**config.mk**
```make
export PLATFORM = sky130hd
export DESIGN_NAME = fminmax_reduce_seq
export DESIGN_NICKNAME = d
export VERILOG_FILES = /design/src/rtl/fminmax_reduce_seq.sv
export SDC_FILE = /design/constraint.sdc
export NUM_CORES = 1
export LEC_CHECK = 0
export ABC_CLOCK_PERIOD_IN_PS = 6900
export BUFFER_PORTS_ARGS = -buffer_cell sky130_fd_sc_hd__buf_2
export CAP_MARGIN = 40
export CORE_UTILIZATION = 57
export CTS_BUF_LIST = sky130_fd_sc_hd__clkbuf_8
export DETAILED_ROUTE_END_ITERATION = 8
export PLACE_DENSITY = 0.95
export SETUP_SLACK_MARGIN = 0.02
export SLEW_MARGIN = 40
export SYNTH_ARGS = -nofsm -noshare
export SYNTH_HDL_FRONTEND = slang
export SYNTH_SLANG_ARGS = --single-unit
```
**constraint.sdc**
```tcl
create_clock -name clk -period 6.9 [get_ports clk]
set_input_delay 0.345 -clock clk [delete_from_list [all_inputs] [get_ports clk]]
set_output_delay 0.345 -clock clk [all_outputs]
set_load 0.02 [all_outputs]
```
**src/rtl/fminmax_reduce_seq.sv**
```systemverilog
// Streams a vector of FP32 operands through one min/max compare stage and
// holds the reduced result behind a valid/ready output handshake.
module fminmax_reduce_seq #(
  parameter int MAX_LEN = 16,
  parameter int CNT_W   = 5
) (
  input  logic             clk,
  input  logic             rst,
  input  logic             start,
  input  logic [CNT_W-1:0] len,
  input  logic [2:0]       RM,
  input  logic             in_valid,
  input  logic [31:0]      in_data,
  output logic             in_ready,
  output logic             busy,
  output logic             out_valid,
  input  logic             out_ready,
  output logic [31:0]      out_data,
  output logic [CNT_W-1:0] out_count,
  output logic             out_empty
);

  typedef enum logic [1:0] {IDLE, ACCUM, DONE} state_t;

  localparam logic [CNT_W-1:0] MAX_LEN_C = CNT_W'(MAX_LEN);

  state_t           state;
  logic             is_min;
  logic [CNT_W-1:0] remaining;
  logic [CNT_W-1:0] count;
  logic [31:0]      acc;
  logic [31:0]      sel_result;

  // Raw-bit ordering: sign first, then magnitude (exponent:mantissa),
  // inverted for negatives; -0 lands below +0 through the sign test.
  function automatic logic fp_less(input logic [31:0] a, input logic [31:0] b);
    if (a[31] != b[31])
      return a[31];
    else if (a[31])
      return a[30:0] > b[30:0];
    else
      return a[30:0] < b[30:0];
  endfunction

  always_comb begin
    sel_result = acc;
    if (is_min) begin
      if (fp_less(in_data, acc)) sel_result = in_data;
    end else begin
      if (!fp_less(in_data, acc)) sel_result = in_data;
    end
  end

  assign in_ready  = (state == ACCUM);
  assign busy      = (state != IDLE);
  assign out_valid = (state == DONE);
  assign out_data  = acc;
  assign out_count = count;

  always_ff @(posedge clk) begin
    if (rst) begin
      state     <= IDLE;
      is_min    <= 1'b0;
      remaining <= '0;
      count     <= '0;
      acc       <= 32'h0;
      out_empty <= 1'b0;
    end else begin
      case (state)
        IDLE: begin
          if (start) begin
            count <= '0;
            if (len != '0) begin
              is_min    <= (RM == 3'b000);
              remaining <= (len > MAX_LEN_C) ? MAX_LEN_C : len;
              out_empty <= 1'b0;
              state     <= ACCUM;
            end else begin
              acc       <= 32'h0;
              out_empty <= 1'b1;
              state     <= DONE;
            end
          end
        end
        ACCUM: begin
          if (in_valid) begin
            acc       <= (count == '0) ? in_data : sel_result;
            count     <= count + 1'b1;
            remaining <= remaining - 1'b1;
            if (remaining == 1) state <= DONE;
          end
        end
        DONE: begin
          if (out_ready) state <= IDLE;
        end
        default: state <= IDLE;
      endcase
    end
  end

endmodule

```
# Word level (Yosys, flattened, before mapping)
# Cells that the tools add are included.
# Widths: inputs -> output; s select.
dict set report op_classes {
  n_addsub 2
  eq_ne 12
  magnitude_cmp 3
  n_mux 27
  n_reduce_logical 12
}
# cell n
set ops {}
lappend ops {{$mux 32} 7}
lappend ops {{$pmux 32 s2} 1}
lappend ops {{$gt 31x31->1} 1}
lappend ops {{$lt 31x31->1} 1}
lappend ops {{$mux 5} 6}
lappend ops {{$pmux 5 s2} 2}
lappend ops {{$mux 2} 5}
lappend ops {{$ne 2x2->1 const B} 4}
lappend ops {{$reduce_and 4->1} 2}
lappend ops {{$pmux 2 s3} 1}
lappend ops {{$reduce_and 3->1} 2}
lappend ops {{$reduce_and 6->1} 1}
lappend ops {{$add 5x1->5 const B} 1}
lappend ops {{$eq 5x1->1 const B} 1}
lappend ops {{$gt 5x5->1 const B} 1}
lappend ops {{$logic_not 5->1} 1}
lappend ops {{$mux 1} 5}
lappend ops {{$reduce_bool 5->1} 1}
lappend ops {{$sub 5x1->5 const B} 1}
lappend ops {{$ne 2x1->1 const B} 2}
lappend ops {{$ne 4x2->1 const B} 1}
lappend ops {{$ne 4x3->1 const B} 1}
lappend ops {{$reduce_bool 2->1} 2}
lappend ops {{$logic_not 3->1} 1}
lappend ops {{other kinds (5)} 5}
dict set report word_totals {
  register_bits 46
  inputBits 45
  out_inout_bits 41
}

# Depth between registers and ports, before layout
# Gate-level depths: netlist of the first run.
dict set report depth {
  word_depth 9
  ltp_mapped 11
  mapped_depth_nobuf 10
}

# Worst setup path after synthesis of the first run
# No wires, ideal clock.
dict set report synth_timing {
  path_kind {reg-to-reg}
  start {reg acc[16], in the netlist out_data[16]}
  end {reg acc[31], in the netlist out_data[31]}
  path_slack_ns 4.238
  t_arrival_ns 2.546
  t_required_ns 6.783
  synth_period_minus_slack_ns 2.662
  path_stages_with_launch 12
  setup_time_ns 0.117
  path_cell_list {dfxtp_1 inv_1 ha_1 a21o_1 a221o_1 a21oi_1 a31oi_1 a211oi_2 o2111ai_1 o311a_2 buf_6 a22o_1}
}
dict set report synth_via {
  elab_chain_cells 6
  word_cells_on_any_way 9
  classes_between {2 x order compare; 2 x eq/ne; 4 x mux; 1 x reduce/logical}
}
# element line
set synth_lines {}
lappend synth_lines {{from (decl)} 31} ;# logic [31:0] acc;
lappend synth_lines {{from (signal assigned)} 87} ;# acc <= (count == '0) ? in_data : sel_result;
lappend synth_lines {{$lt 31x31->1 or $gt 31x31->1 (tied branches)} {42, 40}}
lappend synth_lines {{$mux 1 (*)} 39} ;# else if (a[31])
lappend synth_lines {{$mux 1 (*)} 37} ;# if (a[31] != b[31])
lappend synth_lines {{$mux 1} 47} ;# if (is_min) begin
lappend synth_lines {{$ne 4x2->1 (no line) or $ne 4x3->1 (tied branches)} -}
lappend synth_lines {{$reduce_and 6->1 (no line) (*)} -}
# Mark *: on every way between the ends. The rest lies on a longest branch, timed or not. The select of a mux whose other input is x is not followed.
# A chain may end at the register's enable or synchronous reset.

# Worst setup path after layout of the first run
dict set report layout_timing {
  start {reg acc[26], in the netlist out_data[26]}
  end {reg acc[0], in the netlist out_data[0]}
}
# Same word-level chain as after synthesis.

==> results of run 1 <==
==> worst max-delay path by stage <==
stage	slack, ps	to	cells after the start	startpoint
floorplan	4240	out_data[31]	11	out_data[16]
global placement	3800	out_data[1]	10	in_data[8]
CTS	3780	out_data[0]	10	out_data[16]
detailed placement	3720	out_data[0]	10	in_data[16]
global route	3760	out_data[16]	10	out_data[29]
finish	3950	out_data[0]	10	out_data[26]
==> cell usage in the layout (no fill, tap or decap), types with 2 or more instances in the layout <==
master,count
a211oi_1,3
a211oi_2,2
a21o_1,2
a21oi_1,22
a22o_1,30
a22o_2,2
a31oi_1,2
buf_2,85
clkbuf_8,6
dfxtp_1,46
ha_1,35
inv_1,40
nand2_1,13
nand2b_1,6
nand3_1,6
nand3b_1,4
nand4_1,7
nor2_1,21
nor3_1,9
nor3b_1,2
nor4_2,2
o21ai_0,6
xor2_1,3
==> cells by family (layout without fill, tap and decap cells) <==
logic type                 count (synthesis)  count (layout)  share of synthesized area [%]
adders and majority gates                 35              35                           16.3
buffers and inverters                     49             134                           8.56
xor gates and xnor gates                   3               3                          0.977
DFF                                       46              46                           34.2
and+or+nand+nor                           81              81                           16.3
AOI/OAI and AO/OA                         83              83                           23.6
==> registers in the layout (all words and copies together), names as in the netlist <==
name / cells
out_data: 32
out_count: 5
remaining: 5
state: 2
is_min: 1
out_empty: 1
==> through the flow <==
step / cell area, sq um / total power, mW / hold WS [ps] / util [%]
after floorplan: 2690 / 0.388 / 428 / -
after global placement: 3100 / 0.425 / 468 / 69.8
after detailed placement: 3100 / 0.430 / 481 / 69.8
after CTS: 3190 / 0.597 / 275 / 71.8
after global routing: 3210 / 0.629 / 282 / 72.2
final: 3210 / 0.595 / 282 / 72.2
==> area by class of cell <==
class	instances	area share (%)
flip-flops and latches	46	28.7
multi-input cells	202	48.0
repair buffers	86	13.7
well taps	52	2.03
clock buffers	6	2.58
clock inverters	2	0.273
inverters	40	4.68
==> metal layers <==
| metal | track usage, % | up-vias | routed length (microns) |
|---|---|---|---|
| met5 | 0 | - | 0 |
| met2 | 44.7 | 91 | 3010 |
| met4 | 12.2 | 0 | 92 |
| met3 | 4.70 | 14 | 365 |
| met1 | 29.7 | 1200 | 2680 |
| li1 | - | 1245 | - |
==> power by group <==
part	internal [mW]	switching [mW]
clock	0.0794	0.0883
combinational	0.0568	0.0807
sequential	0.278	0.0116
==> worst max-delay path, delay by kind of cell, from the launching register on <==
| kind | cells | cell delay (ps) |
|---|---|---|
| AOI/OAI and AO/OA | 5 | 1470 |
| adders and majority gates | 1 | 300 |
| buffers and inverters | 1 | 50 |
| DFF | 1 | 360 |
| and+or+nand+nor | 3 | 710 |
==> impl_metrics.json, run 1 <==
{
  "critical_path_arrival_ps": 3190,
  "setup_tns_ps": 0,
  "viasPerCell": 5.88,
  "hold_viol": 0,
  "yosys.area.top_type": "dfxtp_1",
  "whs_path_depth": 2,
  "crit_path_end_kind": "flip-flop",
  "routed_wl_microns": 6150,
  "clock_latency_ps": 300,
  "leakagePower_nw": 1.46,
  "clkTransAtPathRegs_ps": 80,
  "crit_path_start_kind": "flip-flop",
  "synthCells": 297,
  "power_density_mw_per_mm2": 186,
  "drt_iter0_markers": 118,
  "rsz0062_at_grt": "false",
  "critical_path.max_stage_delay_ps": 630,
  "fillers": 332,
  "fp-row-count": 24,
  "clock.fmax_mhz": 339,
  "synthTopCellsByArea": "dfxtp_1 (34%), ha_1 (16%), a22o_1 (9.8%)",
  "pre_cts_ws_ps": 3720,
  "drt-pass1-iter-count": 6,
  "place_congestion": 0.861,
  "stdcell_count": 434,
  "async_flop_share_pct": 0,
  "worst-r2r-cell-count": 10,
  "synth_top_area_share_pct": 34.2,
  "placedCellCount": 425,
  "synth_edf_count": 0,
  "status": "finished, violations left",
  "drt_drc_violations_left": 16,
  "syn_nets": 377,
  "finalCritPeriodShare_pct": 42.8,
  "hold_start": "in_data[8]",
  "seq_area_frac_synth_pct": 34.2,
  "ys_warn_count": 0,
  "fin_nets": 461,
  "timing.rr.end": "out_data[0]",
  "slew_violations": 0,
  "tightest_slew_ps": 637,
  "io_buffers": 85,
  "multi_input_area_sq_mm": 0.00154,
  "clockBufferDepth": 2,
  "cts_max_level": 2,
  "cp_cell_sequence": "inv_1 -> ha_1 -> nand4_1 -> nor4_2 -> nand4_1 -> a21oi_2 -> a211oi_2 -> a211oi_2 -> o311a_2 -> a22o_2",
  "areaGrowthSynthToFinish_pct": 19.2,
  "synth.distinct_cells": 50,
  "slowest_stage": "o311a_2",
  "setup_violations": 0,
  "netlist_area_sq_mm": 0.00269,
  "cp_max_fo": 32,
  "antenna_cells": 0,
  "cts_buffers": 5,
  "post_cts.repair.setup_buffers": 0,
  "ys_ff_latch": 46,
  "regArea_sq_um": 921,
  "post_cts_resize_count": 0,
  "grt_max_degree": 33,
  "synth_most_common_cell": "dfxtp_1",
  "reg2reg_slack_ps": 3950,
  "maxSlewHeadroom_pct": 57.6,
  "synth_flop_cell": "dfxtp_1",
  "period_minus_slack_ps": 2950,
  "violations": "DRC",
  "layout_setup_ws_ps": 3950,
  "root_buffer": "clkbuf_8",
  "drv_cap": 0,
  "die_area_sq_mm": 0.00500,
  "crit_type": "reg -> reg",
  "synth_area_per_cell_sq_um": 9.06,
  "grt_overflow": 0,
  "drive_gt1_share_pct": 27.7,
  "grt_antenna_before_repair": 0,
  "hold_buffers": 0,
  "drtAntennaViolNets": 0,
  "vias": 2550,
  "grt_pass1_vias": 2455,
  "dpl.hpwl_microns": 4710,
  "synth_common_cells": "dfxtp_1 (46), inv_1 (39), ha_1 (35)",
  "min_to": "out_data[8]",
  "cts_sinks": 46,
  "dieWidth_microns": 70.7,
  "pin_count": 86,
  "start_util_pct": 60.5,
  "critical_path.reg2reg.startpoint": "out_data[26]",
  "fin_skew_ps": 7.20,
  "required_ps": 7140,
  "wl_per_cell_microns": 14.2,
  "tritoncts": "built",
  "core_area_sq_mm": 0.00444,
  "ir_drop_uv": 116,
  "grt_pass1_wl_microns": 10300,
  "worstHoldPathType": "in -> reg",
  "die_h_microns": 70.7,
  "track_usage_pct": 25.4
}
Note: power is estimated with default switching activity, not from simulation.
==> inputs of run 2 (changes only) <==
Settings changed: ABC_CLOCK_PERIOD_IN_PS 6900 to 2940, CORE_UTILIZATION 57 to 53, PLACE_DENSITY 0.95 to 0.92.
Clock period 6.9 ns to 2.94 ns, I/O delays scaled along.
==> impl_metrics.json, run 2 (synthesis gave the netlist of run 1 again) <==
{
  "whs_path_depth": 2,
  "critical_path.max_stage_delay_ps": 400,
  "drv_cap": 0,
  "fillers": 320,
  "finalCritPeriodShare_pct": 106,
  "routed_wl_microns": 9340,
  "period_minus_slack_ps": 3110,
  "drtAntennaViolNets": 0,
  "areaGrowthSynthToFinish_pct": 38.3,
  "required_ps": 3180,
  "tritoncts": "built",
  "fin_skew_ps": 6.32,
  "drt_iter0_markers": 195,
  "slew_violations": 0,
  "slowest_stage": "a211oi_4",
  "timing.rr.end": "out_data[31]",
  "power_density_mw_per_mm2": 409,
  "clock.fmax_mhz": 321,
  "hold_viol": 0,
  "grt_antenna_before_repair": 0,
  "largest_reg_flops": 32,
  "pin_count": 86,
  "status": "finished, violations left",
  "grt_pass1_wl_microns": 10300,
  "hold_buffers": 0,
  "violations": "setup timing",
  "min_to": "out_data[26]",
  "fin_area_sq_mm": 0.00372,
  "cts_sinks": 46,
  "stdcell_count": 473,
  "setup_violations": 31,
  "crit_path_end_kind": "flip-flop",
  "cp_max_fo": 6,
  "clock_latency_ps": 300,
  "ir_drop_uv": 302,
  "dieWidth_microns": 73.2,
  "worst-r2r-cell-count": 12,
  "layout_common_cells": "buf_2 (85), inv_1 (39), a22o_1 (30)",
  "viasPerCell": 6.23,
  "vias": 2945,
  "dpl.hpwl_microns": 4700,
  "crit_type": "reg -> reg",
  "io_buffers": 85,
  "drt-pass1-iter-count": 5,
  "rsz0062_at_grt": "true",
  "track_usage_pct": 24.7,
  "core_area_sq_mm": 0.00482,
  "die_area_sq_mm": 0.00536,
  "clockBufferDepth": 2,
  "place_congestion": 0.852,
  "antenna_cells": 0,
  "cp_cell_sequence": "inv_1 -> ha_1 -> a21oi_1 -> o21ai_0 -> a22oi_1 -> a31oi_2 -> a211oi_4 -> nand3b_1 -> buf_6 -> a31oi_4 -> buf_4 -> a22o_1",
  "multi_input_area_sq_mm": 0.00184,
  "leakagePower_nw": 1.64,
  "clkTransAtPathRegs_ps": 80,
  "drt_drc_violations_left": 0,
  "regArea_sq_um": 943,
  "critical_path_arrival_ps": 3350,
  "fin_nets": 485,
  "grt_pass1_vias": 2338,
  "placed_area_sq_mm": 0.00312,
  "grt_overflow": 0,
  "fp-row-count": 25,
  "grt_max_degree": 33,
  "hold_start": "in_data[26]",
  "layout_commonest_cell": "buf_2",
  "crit_path_start_kind": "flip-flop",
  "cts_buffers": 5,
  "wl_per_cell_microns": 19.7,
  "reg2reg_slack_ps": -170,
  "worstHoldPathType": "in -> reg",
  "root_buffer": "clkbuf_8",
  "die_h_microns": 73.2,
  "maxSlewHeadroom_pct": 38.9,
  "start_util_pct": 55.8,
  "cts_max_level": 2,
  "tightest_slew_ps": 915,
  "placedCellCount": 440,
  "cp-startpoint": "out_data[20]",
  "drive_gt1_share_pct": 40.9,
  "layout_setup_ws_ps": -175,
  "critical_path.reg2reg.startpoint": "out_data[20]"
}
## run 2: cell types whose count changed in the layout (fill, tap and decap cells not counted), moves of 4 or more
cell,previous run,this run
dfxtp_2,0,18
ha_4,0,8
o311a_4,0,4
buf_6,0,4
buf_4,0,16
dfxtp_1,46,28
ha_1,35,27
## run 2: stage by stage
| stage | setup slack [ps] | hold WS (ps) | total power [mW] | TNS (ps) | util (%) |
|---|---|---|---|---|---|
| floorplan | 278 | 230 | 0.912 | 0 | - |
| global placement | -55.7 | 381 | 0.996 | -1060 | 64.8 |
| detailed placement | -128 | 390 | 1.01 | -3020 | 64.8 |
| CTS | 26.0 | 76.9 | 1.42 | 0 | 68.3 |
| global route | -281 | 81.1 | 1.59 | -6010 | 77.2 |
| finish | -175 | 76.0 | 1.52 | -2030 | 77.2 |
## run 2: power by group
group,switching [mW],leakage (nW),total (mW),internal (mW)
Sequential,0.0293,0.382,0.685,0.656
Clock,0.218,0.0524,0.405,0.187
Combinational,0.249,1.20,0.431,0.182
## run 2: worst max path at each step
| stage | end | cells past startpoint |
|---|---|---|
| floorplan | out_data[31] | 11 |
| detailed placement | out_data[0] | 10 |
| finish | out_data[31] | 12 |
| global placement | out_data[0] | 10 |
| CTS | out_data[0] | 11 |
| global route | out_data[31] | 12 |
## run 2: routing by layer
layer / up-vias / part of all wire [%] / track usage (%)
met5: - / 0 / 0
met4: 0 / 6.2 / 10.9
met3: 63 / 9.3 / 4.70
met2: 225 / 47 / 41.2
met1: 1345 / 37 / 31.0
li1: 1312 / - / -
## run 2: worst max-delay path, delay by kind of cell, from the launching register on
family	cells	cell delay, ps
buf+inv	3	440
simple gates	1	270
flops	1	360
fa+ha+maj	1	290
compound gates	7	1690
## run 2: timing repair
action | in CTS | in global routing
setup buffers | 5 | 16
gates cloned | 1 | 3
endpoints found under the setup margin | 32 | 32
resized for setup | 2 | 53
pin swaps | 2 | 26
## run 2: layout make-up
cell class / count / area share, %
Multi-Input combinational cell: 206 / 49.5
Tap cell: 67 / 2.25
Sequential cell: 46 / 25.4
Inverter: 40 / 4.04
Clock buffer: 6 / 2.22
Clock inverter: 2 / 0.235
Timing Repair Buffer: 106 / 16.4
